`config.mk`:
```
export PLATFORM = sky130hd
export DESIGN_NAME = data_out_driver_flat
export DESIGN_NICKNAME = d
export VERILOG_FILES = /design/src/rtl/data_out_driver_if.sv /design/src/rtl/data_out_driver.sv /design/src/flat_wrapper.sv
export SDC_FILE = /design/constraint.sdc
export NUM_CORES = 1
export LEC_CHECK = 0
export CAP_MARGIN = 25
export CELL_PAD_IN_SITES_DETAIL_PLACEMENT = 1
export CELL_PAD_IN_SITES_GLOBAL_PLACEMENT = 2
export CORE_ASPECT_RATIO = 0.75
export CORE_MARGIN = 3
export CORE_UTILIZATION = 39
export DETAILED_ROUTE_END_ITERATION = 7
export PLACE_DENSITY = 0.87
export SLEW_MARGIN = 20
export SYNTH_ARGS = -nofsm -noshare
export SYNTH_HDL_FRONTEND = slang
export SYNTH_SLANG_ARGS = --single-unit
```
`constraint.sdc`:
```
create_clock -name i_clk -period 4 [get_ports i_clk]
set_input_delay 1.2 -clock i_clk [delete_from_list [all_inputs] [get_ports i_clk]]
set_output_delay 1.2 -clock i_clk [all_outputs]
set_load 0.005 [all_outputs]
```
`src/rtl/data_out_driver_if.sv`:
```
// Write-request and bus-side signals of the data-out driver.
// The master (core side) drives the request channel and tick; the slave (driver) owns the bus.
interface data_out_driver_if;
  logic        clk_en;
  logic        wr_valid;
  logic [15:0] wr_addr;
  logic [7:0]  wr_data;
  logic        wr_ready;
  logic        phi2;
  logic [15:0] address;
  logic        rw;
  logic [7:0]  data;
  logic        data_oe;
  logic        done;

  modport master (
    output clk_en, wr_valid, wr_addr, wr_data,
    input  wr_ready, phi2, address, rw, data, data_oe, done
  );

  modport slave (
    input  clk_en, wr_valid, wr_addr, wr_data,
    output wr_ready, phi2, address, rw, data, data_oe, done
  );
endinterface

```
`src/rtl/data_out_driver.sv`:
```
// Two-phase bus write driver: buffers core writes in a 2-entry FIFO and plays each one out
// as SETUP (phi1) / DRIVE (phi2) with an optional HOLD phase keeping data on the bus.
module data_out_driver #(
  parameter int HOLD_EN    = 1,
  parameter int FIFO_DEPTH = 2
) (
  input logic              i_clk,
  input logic              i_reset_n,
  data_out_driver_if.slave bus
);
  typedef enum logic [1:0] {IDLE, SETUP, DRIVE, HOLD} state_t;

  localparam logic [1:0] DEPTH_C = 2'(FIFO_DEPTH);

  state_t      state;
  logic        phase;
  logic [15:0] bus_addr;
  logic [7:0]  bus_data;
  logic        rw;
  logic        data_oe;
  logic        done;

  logic [23:0] fifo_mem [2];
  logic        rd_ptr;
  logic        wr_ptr;
  logic [1:0]  count;
  logic        push;
  logic        pop;
  logic [23:0] head;

  assign bus.wr_ready = (count < DEPTH_C);
  assign push         = bus.wr_valid && bus.wr_ready;
  assign head         = fifo_mem[rd_ptr];

  // A pop always lands the new entry in SETUP, which starts on a phi1 phase.
  always_comb begin
    pop = 1'b0;
    if (bus.clk_en && (count != 2'd0)) begin
      if ((state == IDLE) && phase)
        pop = 1'b1;
      else if ((state == DRIVE) && (HOLD_EN == 0))
        pop = 1'b1;
    end
  end

  always_ff @(posedge i_clk) begin
    if (push)
      fifo_mem[wr_ptr] <= {bus.wr_addr, bus.wr_data};
  end

  always_ff @(posedge i_clk) begin
    if (!i_reset_n) begin
      rd_ptr <= 1'b0;
      wr_ptr <= 1'b0;
      count  <= 2'd0;
    end else begin
      if (push)
        wr_ptr <= ~wr_ptr;
      if (pop)
        rd_ptr <= ~rd_ptr;
      case ({push, pop})
        2'b10:   count <= count + 2'd1;
        2'b01:   count <= count - 2'd1;
        default: count <= count;
      endcase
    end
  end

  always_ff @(posedge i_clk) begin
    if (!i_reset_n) begin
      state    <= IDLE;
      phase    <= 1'b0;
      bus_addr <= 16'h0000;
      bus_data <= 8'h00;
      rw       <= 1'b1;
      data_oe  <= 1'b0;
      done     <= 1'b0;
    end else begin
      done <= 1'b0;
      if (bus.clk_en) begin
        phase <= ~phase;
        case (state)
          IDLE: begin
            if (pop) begin
              state                <= SETUP;
              {bus_addr, bus_data} <= head;
              rw                   <= 1'b0;
            end
          end
          SETUP: begin
            state   <= DRIVE;
            data_oe <= 1'b1;
          end
          DRIVE: begin
            done <= 1'b1;
            if (HOLD_EN != 0) begin
              state <= HOLD;
            end else if (pop) begin
              state                <= SETUP;
              {bus_addr, bus_data} <= head;
              data_oe              <= 1'b0;
            end else begin
              state   <= IDLE;
              rw      <= 1'b1;
              data_oe <= 1'b0;
            end
          end
          HOLD: begin
            state   <= IDLE;
            rw      <= 1'b1;
            data_oe <= 1'b0;
          end
          default: state <= IDLE;
        endcase
      end
    end
  end

  assign bus.phi2    = phase;
  assign bus.address = bus_addr;
  assign bus.data    = bus_data;
  assign bus.rw      = rw;
  assign bus.data_oe = data_oe;
  assign bus.done    = done;
endmodule

```
`src/flat_wrapper.sv`:
```
// flat-port wrapper written by rule: the top's interface ports become plain ports
module data_out_driver_flat 
#(
  parameter int HOLD_EN    = 1,
  parameter int FIFO_DEPTH = 2
)
  (i_clk, i_reset_n, bus_clk_en, bus_wr_valid, bus_wr_addr, bus_wr_data, bus_wr_ready, bus_phi2, bus_address, bus_rw, bus_data, bus_data_oe, bus_done);
  data_out_driver_if bus_i ();
  input logic i_clk;
  input logic i_reset_n;
  input wire logic [$bits(bus_i.clk_en)-1:0] bus_clk_en;
  input wire logic [$bits(bus_i.wr_valid)-1:0] bus_wr_valid;
  input wire logic [$bits(bus_i.wr_addr)-1:0] bus_wr_addr;
  input wire logic [$bits(bus_i.wr_data)-1:0] bus_wr_data;
  output wire logic [$bits(bus_i.wr_ready)-1:0] bus_wr_ready;
  output wire logic [$bits(bus_i.phi2)-1:0] bus_phi2;
  output wire logic [$bits(bus_i.address)-1:0] bus_address;
  output wire logic [$bits(bus_i.rw)-1:0] bus_rw;
  output wire logic [$bits(bus_i.data)-1:0] bus_data;
  output wire logic [$bits(bus_i.data_oe)-1:0] bus_data_oe;
  output wire logic [$bits(bus_i.done)-1:0] bus_done;
  assign bus_i.clk_en = bus_clk_en;
  assign bus_i.wr_valid = bus_wr_valid;
  assign bus_i.wr_addr = bus_wr_addr;
  assign bus_i.wr_data = bus_wr_data;
  assign bus_wr_ready = bus_i.wr_ready;
  assign bus_phi2 = bus_i.phi2;
  assign bus_address = bus_i.address;
  assign bus_rw = bus_i.rw;
  assign bus_data = bus_i.data;
  assign bus_data_oe = bus_i.data_oe;
  assign bus_done = bus_i.done;
  data_out_driver #(.HOLD_EN(HOLD_EN), .FIFO_DEPTH(FIFO_DEPTH)) u_core (.i_clk(i_clk), .i_reset_n(i_reset_n), .bus(bus_i));
endmodule
```
==> impl_metrics.ini, run 1 <==
[outcome]
status = finished clean

[layout]
area_growth_pct = 27.3
num_antenna_cells = 0
layout-drive-gt1-share_pct = 8.89
finish.net_count = 298

[timing]
setup_total_negative_slack_ns = 0
fin_skew_ns = 0.00584
finalCriticalPeriod_ns = 2.86
max_slew_margin_pct = 37.5
max_clock_freq_ghz = 0.350
finish_stage_setup_viols = 0
hold_violations = 0
grt_setup_unrepaired = no
tightest_slew_ns = 0.934
timing.final.max_slew_violations = 0
layout_worst_path_cycle_share_pct = 71.4

[setup_path]
critical_path.max_fanout = 21
cp.buffers_inverters = 1
worst_path_top_cell_family_by_delay = compound AO/OA/AOI/OAI gates
crit_path_cell_trace = clkdlybuf4s50_1, o2111a_2, ha_1, or3_1, a21boi_1
timing_worst_setup_path_type = input pin to flop
critical-path-slowest-cell = clkdlybuf4s50_1
worstSetupEndpointType = flop
endpoint_arrival_time_on_the_critical_path_ns = 3.12
critical_path_required_ns = 4.27
start_kind = input pin
critical_path.max_stage_delay_ns = 0.56

[die]
coreArea_um2 = 7500
boundaryPins = 57
die_area_um2 = 9030
die_w_um = 109
fp.dieH_um = 83.0
rows = 27
initial_core_util_pct = 41.2

[pwr]
report.power.total_uw = 1840
total_switching_power_uw = 409
power.leakage_uw = 0.00161
power.density_cell_area_nw_per_um2 = 468
proportion_of_total_power_due_to_net_switching_pct = 22.2
power.clock.fraction_pct = 34.6
p_int_uw = 1430
max-vdd-ir-drop_mv = 0.221
share_seq_of_total_power_pct = 54.5
power_frac_comb_pct = 10.9

[logic_synthesis]
synth_fp_nets = 240
synth-warning-count = 0
synth_enable_flop_cells = 48
syn-instance-count = 207
post_synth_instance_area_um2 = 3090
yosys_most_used_dff = edfxtp_1
ys_seq_elements = 82
synth_top_area_share_pct = 46.7
synth_top_area_cells = edfxtp_1, dfxtp_1, mux2i_1
ys_types = 28
synth_seq_area_share_pct = 68.7
syn-mean-instance-area_um2 = 14.9
synth-async-reset-ratio_pct = 0
synth.largest_area_cell = edfxtp_1

[route]
dr.first_iter.drc_count = 33
drtPass1Iterations = 4
vias = 1783
routed_via_density = 4.81
drt_drc_violations_left = 0
route.final.wire_length_um = 5650
drt.antenna.violating_nets = 0
detail_route.wl_per_cell_um = 15.2

[flow_run]
cap_viol_max_count = 0

[place]
hpwlAfterDp_um = 3770
routability_congestion = 0.701
place.port_buffers = 56

[clock_network]
cts_resized = 0
ctsRootBufferMaster = clkbuf_8
tritoncts = yes
number_of_h_tree_levels = 3
cts_sinks = 82
cts_hold_buffers = 0
deepest_clock_path_buffer_count = 2
cts-buffers-inserted = 9
worst_setup_hold_path_clk_slew_ns = 0.08
clk-insertion-delay-late_ns = 0.34
post_cts_buffers = 0

[grt]
vias_in_the_first_global_route = 1852
antenna_violations_before_repair = 0
maximum_number_of_pins_on_one_net_before_global_route_repair = 32
grt_use_total_pct = 13.3
globalRouteOverflowTotal = 0
wire_length_of_the_first_global_routing_pass_um = 9030

[worst_hold_path]
min_path_type = flop to flop
power by group through the flow:
stage / Clock (uW) / Combinational, uW / Sequential [uW]
finish: 636 / 199 / 1000
global route: 700 / 221 / 1010
CTS: 663 / 205 / 1000
detailed placement: 0 / 203 / 1020
global placement: 0 / 197 / 1020
floorplan: 0 / 113 / 1010
worst register-to-register path: stages, from the launching register on:
cell	delay, ns
dfxtp_1	0.34
inv_1	0.11
ha_1	0.18
o2111a_2	0.48
ha_1	0.34
or3_1	0.37
a21boi_1	0.15
state kept, by name, summed over array words and instances, names as in the netlist:
name,flops
u_core.fifo_mem,48
u_core.bus.address,16
u_core.bus.data,8
u_core.count,2
u_core.state,2
u_core.bus.data_oe,1
u_core.bus.done,1
u_core.bus.phi2,1
u_core.bus.rw,1
u_core.rd_ptr,1
u_core.wr_ptr,1
placed cells by master (no fill, tap or decap), drive strengths merged:
| cell type | instances |
|---|---|
| clkinv | 4 |
| o21a | 1 |
| edfxtp | 48 |
| a21o | 1 |
| and2 | 4 |
| mux2i | 26 |
| or2 | 1 |
| o21ai | 4 |
| o211a | 24 |
| o2111a | 1 |
| clkinvlp | 1 |
| clkdlybuf4s50 | 56 |
| dfxtp | 34 |
| ha | 5 |
| clkbuf | 9 |
| inv | 4 |
| and3 | 2 |
| nor2 | 1 |
| a21boi | 3 |
| buf | 4 |
| nand2 | 29 |
| xnor2 | 2 |
| nand2b | 1 |
| xor2 | 2 |
| or3 | 1 |
| bufinv | 2 |
cell families (layout without fill, tap and decap cells):
group / count (synthesis) / count (layout) / share of synthesized area, %
buf+inv: 17 / 80 / 4.05
xor+xnor: 4 / 4 / 1.14
mux: 26 / 26 / 8.43
compound gates: 34 / 34 / 10.1
fa+ha+maj: 5 / 5 / 2.03
flops: 82 / 82 / 68.7
simple gates: 39 / 39 / 5.47
cell usage after synthesis (all sizes together), types with 2 or more instances:
cell,number
edfxtp,48
dfxtp,34
nand2,29
mux2i,26
o211a,24
buf,9
ha,5
and2,4
clkbuf,4
inv,4
o21ai,4
a21boi,3
and3,2
xnor2,2
xor2,2
metal layers:
metal  vias up  global-route usage [%]  part of all wire (%)
li1        868                       -                     -
met1       866                    15.6                    44
met2        44                    22.3                    50
met3         5                    5.91                   5.9
met4         0                    2.75                  0.74
met5         -                       0                     0
metrics by stage:
step                      setup slack (ns)  cell area [um^2]  std cells  utilization [%]  hold slack, ns
after detailed placement             0.760              3710        355             49.5           0.472
after global placement               0.857              3710        355             49.5           0.453
after global routing                  1.01              3930        371             52.4           0.513
after CTS                             1.12              3930        371             52.4           0.484
after floorplan                       1.26              3090        207                -           0.460
final                                 1.14              3930        371             52.4           0.473
final timing paths:
path | start | endpoint | cells past startpoint | slack (ns)
hold / removal | u_core.bus.data_oe | u_core.bus.data_oe | 2 | 0.47
setup reg to reg | u_core.state[0] | u_core.count[1] | 6 | 1.95
setup / recovery | bus_clk_en | u_core.count[1] | 5 | 1.14
hold reg to reg | u_core.bus.data_oe | u_core.bus.data_oe | 2 | 0.47
cell type report:
type                    count  area [um^2]
well taps                 101          126
repair buffers             60          603
inverters                   4         15.0
flip-flops and latches     82         2120
clock buffers               9          124
clock inverters             7         93.8
fillers                   748         3570
multi-input cells         108          843
Power figures use the tool's default switching activity.
==> run 2, diff against run 1 <==
--- a/config.mk
+++ b/config.mk
@@ -10,9 +10,9 @@
 export CELL_PAD_IN_SITES_GLOBAL_PLACEMENT = 2
 export CORE_ASPECT_RATIO = 0.75
 export CORE_MARGIN = 3
-export CORE_UTILIZATION = 39
+export CORE_UTILIZATION = 32
 export DETAILED_ROUTE_END_ITERATION = 7
-export PLACE_DENSITY = 0.87
+export PLACE_DENSITY = 0.77
 export SLEW_MARGIN = 20
 export SYNTH_ARGS = -nofsm -noshare
 export SYNTH_HDL_FRONTEND = slang
==> constraint.sdc (replaced) <==
create_clock -name i_clk -period 2.5 [get_ports i_clk]
set_input_delay 0.75 -clock i_clk [delete_from_list [all_inputs] [get_ports i_clk]]
set_output_delay 0.75 -clock i_clk [all_outputs]
set_load 0.005 [all_outputs]
==> run 2 against run 1 <==
Compared with the run above:
- global-route usage is 1.4 points lower
- sequential share of layout area is 1.9 points lower
- count of clock-buffer cells in the layout is 3 higher
- core utilization is 8.3 points lower
==> impl_metrics.ini, run 2 (synthesized netlist as in run 1, its figures left out) <==
[setup_path]
timing_worst_setup_path_type = flop to primary output
crit-reg2reg-capture = u_core.count[1]
worstSetupEndpointType = primary output
critPathLaunch = u_core.count[1]
critical_path.max_stage_delay_ns = 0.51
r2r_cells = 6
critical_path_required_ns = 1.75
start_kind = flop
critical_path.max_fanout = 6
critPathCapture = bus_wr_ready
critical-path-slowest-cell = clkdlybuf4s50_1
path_depth = 2
r2r_slack_ns = 0.67
endpoint_arrival_time_on_the_critical_path_ns = 1.26
regToRegStartpoint = u_core.state[0]
crit_path_cell_trace = inv_1, clkdlybuf4s50_1
worst_path_top_cell_family_by_delay = buffers and inverters
cp.buffers_inverters = 2

[grt]
globalRouteOverflowTotal = 0
maximum_number_of_pins_on_one_net_before_global_route_repair = 51
wire_length_of_the_first_global_routing_pass_um = 9610
vias_in_the_first_global_route = 1891
antenna_violations_before_repair = 0
grt_use_total_pct = 11.9

[route]
detail_route.wl_per_cell_um = 15.4
vias = 1835
drtPass1Iterations = 4
drt_drc_violations_left = 0
drt.antenna.violating_nets = 0
route.final.wire_length_um = 6130
routed_via_density = 4.60
dr.first_iter.drc_count = 98

[clock_network]
deepest_clock_path_buffer_count = 2
cts_sinks = 82
worst_setup_hold_path_clk_slew_ns = 0.06
tritoncts = yes
ctsRootBufferMaster = clkbuf_16
cts_resized = 0
cts_hold_buffers = 0
clk-insertion-delay-late_ns = 0.33
post_cts_buffers = 0
cts-buffers-inserted = 9
number_of_h_tree_levels = 3

[timing]
setup_total_negative_slack_ns = 0
finalCriticalPeriod_ns = 2.01
timing.final.max_slew_violations = 0
fin_skew_ns = 0.00908
tightest_slew_ns = 0.855
hold_violations = 0
layout_worst_path_cycle_share_pct = 80.5
post-route-worst-setup-slack_ns = 0.488
finish_stage_setup_viols = 0
max_clock_freq_ghz = 0.497
post_route_worst_hold_slack_ns = 0.471
grt_setup_unrepaired = no
max_slew_margin_pct = 43.0

[worst_hold_path]
min_path_type = flop to flop

[die]
die_w_um = 119
die_area_um2 = 10900
initial_core_util_pct = 33.4
rows = 30
coreArea_um2 = 9230
boundaryPins = 57
fp.dieH_um = 91.1

[pwr]
power.density_cell_area_nw_per_um2 = 786
total_switching_power_uw = 693
share_seq_of_total_power_pct = 50.3
power_frac_comb_pct = 10.5
power.clock.fraction_pct = 39.2
proportion_of_total_power_due_to_net_switching_pct = 21.7
max-vdd-ir-drop_mv = 0.543
power.leakage_uw = 0.00166
p_int_uw = 2500

[layout]
layout-drive-gt1-share_pct = 8.12
largest_register_ffs = 48
area_growth_pct = 31.9
top_register = u_core.fifo_mem
final_core_util_pct = 44.1
finish.net_count = 299
num_antenna_cells = 0
fillers = 970
final_cell_mix = clkdlybuf4s50_1, edfxtp_1, dfxtp_1, nand2_1, mux2i_1
stdcell_area_um2 = 4070
layout_commonest_cell = clkdlybuf4s50_1

[place]
place.port_buffers = 56
dpl_worst_slack_ns = 0.176
routability_congestion = 0.672
hpwlAfterDp_um = 3710
place_area_um2 = 3790

[outcome]
status = finished clean

[flow_run]
cap_viol_max_count = 0
run 2: power groups by stage:
stage / sequential [uW] / clock (uW) / combinational (uW)
floorplan: 1620 / 0 / 181
global placement: 1630 / 0 / 330
detailed placement: 1640 / 0 / 341
CTS: 1610 / 1290 / 344
global route: 1620 / 1350 / 367
finish: 1610 / 1250 / 335
run 2: cell type report:
cell class / instances / area (um^2) / area share [%]
inverter: 4 / 15.0 / 0.369
tap: 128 / 160 / 3.93
sequential: 82 / 2120 / 52.2
clock inverter: 4 / 43.8 / 1.08
timing repair buffer: 61 / 648 / 15.9
clock buffer: 12 / 236 / 5.81
multi-input combinational: 108 / 843 / 20.7
run 2: worst min path at each step:
stage | slack, ns | to | cells past startpoint | from
final | 0.47 | u_core.bus.data_oe | 2 | u_core.bus.data_oe
after global routing | 0.50 | u_core.bus.data_oe | 2 | u_core.bus.data_oe
after CTS | 0.48 | u_core.bus.data_oe | 2 | u_core.bus.data_oe
after detailed placement | 0.46 | u_core.bus.data_oe | 2 | u_core.bus.data_oe
after global placement | 0.45 | u_core.bus.data_oe | 2 | u_core.bus.data_oe
after floorplan | 0.46 | u_core.bus.data_oe | 2 | u_core.bus.data_oe
run 2: tightest hold or removal path: cells and delay by family (launching register included):
kind	cells	cell delay [ns]
flops	1	0.31
compound gates	1	0.07
simple gates	1	0.05
run 2: routing by layer:
metal / GRT usage [%] / vias up / share of wire (%)
met3: 5.35 / 7 / 5.9
met2: 18.8 / 43 / 46
met4: 5.72 / 0 / 1.4
met5: 0 / - / 0
met1: 13.7 / 910 / 47
li1: - / 875 / -
run 2: metrics by stage:
| stage | instances | power (uW) |
|---|---|---|
| final | 399 | 3200 |
| after global placement | 383 | 1960 |
| after floorplan | 207 | 1800 |
| after CTS | 399 | 3250 |
| after detailed placement | 383 | 1980 |
| after global routing | 399 | 3330 |
==> edit: new RTL, config.mk and constraints of run 2 <==
`HOLD_EN` is set to 1 in 2 places; all go to 0.
--- a/src/rtl/data_out_driver.sv
+++ b/src/rtl/data_out_driver.sv
@@ -2,5 +2,5 @@
 // as SETUP (phi1) / DRIVE (phi2) with an optional HOLD phase keeping data on the bus.
 module data_out_driver #(
-  parameter int HOLD_EN    = 1,
+  parameter int HOLD_EN    = 0,
   parameter int FIFO_DEPTH = 2
 ) (
--- a/src/flat_wrapper.sv
+++ b/src/flat_wrapper.sv
@@ -2,5 +2,5 @@
 module data_out_driver_flat 
 #(
-  parameter int HOLD_EN    = 1,
+  parameter int HOLD_EN    = 0,
   parameter int FIFO_DEPTH = 2
 )
Check against the original RTL: not equivalent (Yosys sat finds a counterexample within 10 cycles, from zero or initial values and one cycle with i_reset_n low).
==> edit against run 2 <==
Routed wire length hardly changed; setup slack worse by 440 ps; global-route usage is 0.22 points higher; synthesized area is 1.2% higher; critical path depth is 5 higher; synthesized cell count is 10% higher; clock skew is 3.1 ps lower; sequential cell count stayed put; power is 7.8% higher; register-to-register slack worse by 160 ps; design area is 3.4% higher; critical endpoint is now u_core.count[1]$_SDFFE_PN0P_; largest power group unchanged.
==> edit: results (changes against run 2) <==
metric;value;unit;change
dp_worst_setup_slack;-290;ps;-466 ps
grt_max_degree;36;;-29%
fill_cells;968;;-0.21%
nNetsFinal;319;;+6.7%
place.gp.congestion;0.716;;+6.5%
netlist_top_cells_count;52 x nand2_1, 48 x edfxtp_1, 34 x dfxtp_1;;
wl_per_cell;14.5;um;-5.7%
grt_pass1_wl;9830;um;+2.3%
viasPerCell;4.43;;-3.6%
fin_skew;5.94;ps;-3.15 ps
dp_hpwl;3860;um;+4.1%
syn_avg_cell_area;13.7;um2;-8.1%
synthesis.nets;257;;+7.1%
seq_area_frac_synth;0.679;;-0.00799
vdd_drop_max;0.000471;V;-13%
synthTopCellsByArea;edfxtp_1 46%, dfxtp_1 22%, mux2_2 8.7%;;
dr.first_iter.drc_count;54;;-45%
min_from;u_core.bus.address[15]$_SDFFE_PN0P_;;
drive_gt1_frac;0.176;;+0.0951
status;completed;;
worst-path-max-fanout;3;;-3
wl;6140;um;about the same
antenna_found_initial;0;;unchanged
crit_start;bus_clk_en;;
dp_cells;407;;+6.3%
synth_edf_count;48;;unchanged
synthArstFlopShare;0;;unchanged
relSlewSlack;0.680;;+0.250
arrival;2720;ps;+1460 ps
globalRouteTotalUtil;0.121;;+0.00218
[edit: cell types whose count changed after synthesis, sizes merged, moves of 3 or more]
cell           run 2  this run
nand2             29        52
ha                 5         1
mux2               0        24
clkbuf             4         7
nor2               1         4
buf                9         6
o211a             24         0
[edit: layout make-up]
class                   count  area, um2  share of cell area
flip-flops and latches     82       2120               0.504
inverters                   2       7.51             0.00178
well taps                 128        160              0.0381
repair buffers             64        641               0.152
clock inverters             5        100              0.0238
clock buffers              11        253              0.0601
multi-input cells         131        923               0.220
[edit: layer usage]
layer,wire length (um),global-route usage,share of wire,up-vias
li1,-,-,-,918
met1,2760,0.147,0.45,905
met2,2890,0.186,0.47,40
met3,377,0.0598,0.061,12
met4,106,0.0429,0.017,0
met5,0,0,0,-
[edit: where the power goes]
part	switching [mW]	leakage, nW	internal, mW
Combinational	0.155	0.736	0.187
Clock	0.507	0.176	1.03
Sequential	0.0365	0.724	1.54
Total	0.699	1.64	2.75
[edit: worst max-delay path: stages]
cell and delay (ps):
clkdlybuf4s50_1 470, and2b_1 140, or3b_2 470, inv_2 80, ha_1 260, or3_1 400
a21boi_1 150
[edit: metrics by stage]
stage          power, mW  area (um2)  utilization  TNS (ps)
2_1_floorplan       1.79        3120            -         0
3_3_place_gp        1.94        3850        0.416      -263
3_5_place_dp        1.95        3850        0.416      -349
4_1_cts             3.51        4210        0.454         0
5_1_grt             3.59        4210        0.454         0
6_report            3.45        4210        0.454         0
[edit: worst paths after layout]
path	to	slack [ps]	cells after the start
worst max-delay path	u_core.count[1]$_SDFFE_PN0P_	50	7
worst min-delay path	u_core.bus.address[15]$_SDFFE_PN0P_	460	2
worst max register to register	u_core.count[1]$_SDFFE_PN0P_	510	6
worst min register to register	u_core.bus.address[15]$_SDFFE_PN0P_	460	2
[edit: cell families after synthesis]
kind of cell               Yosys count  share of synthesized area
buffers and inverters               15                     0.0272
DFF                                 82                      0.679
xor gates and xnor gates             3                    0.00841
AOI/OAI and AO/OA                    8                     0.0160
muxes                               50                      0.170
and+or+nand+nor                     69                     0.0950
adders and majority gates            1                    0.00401
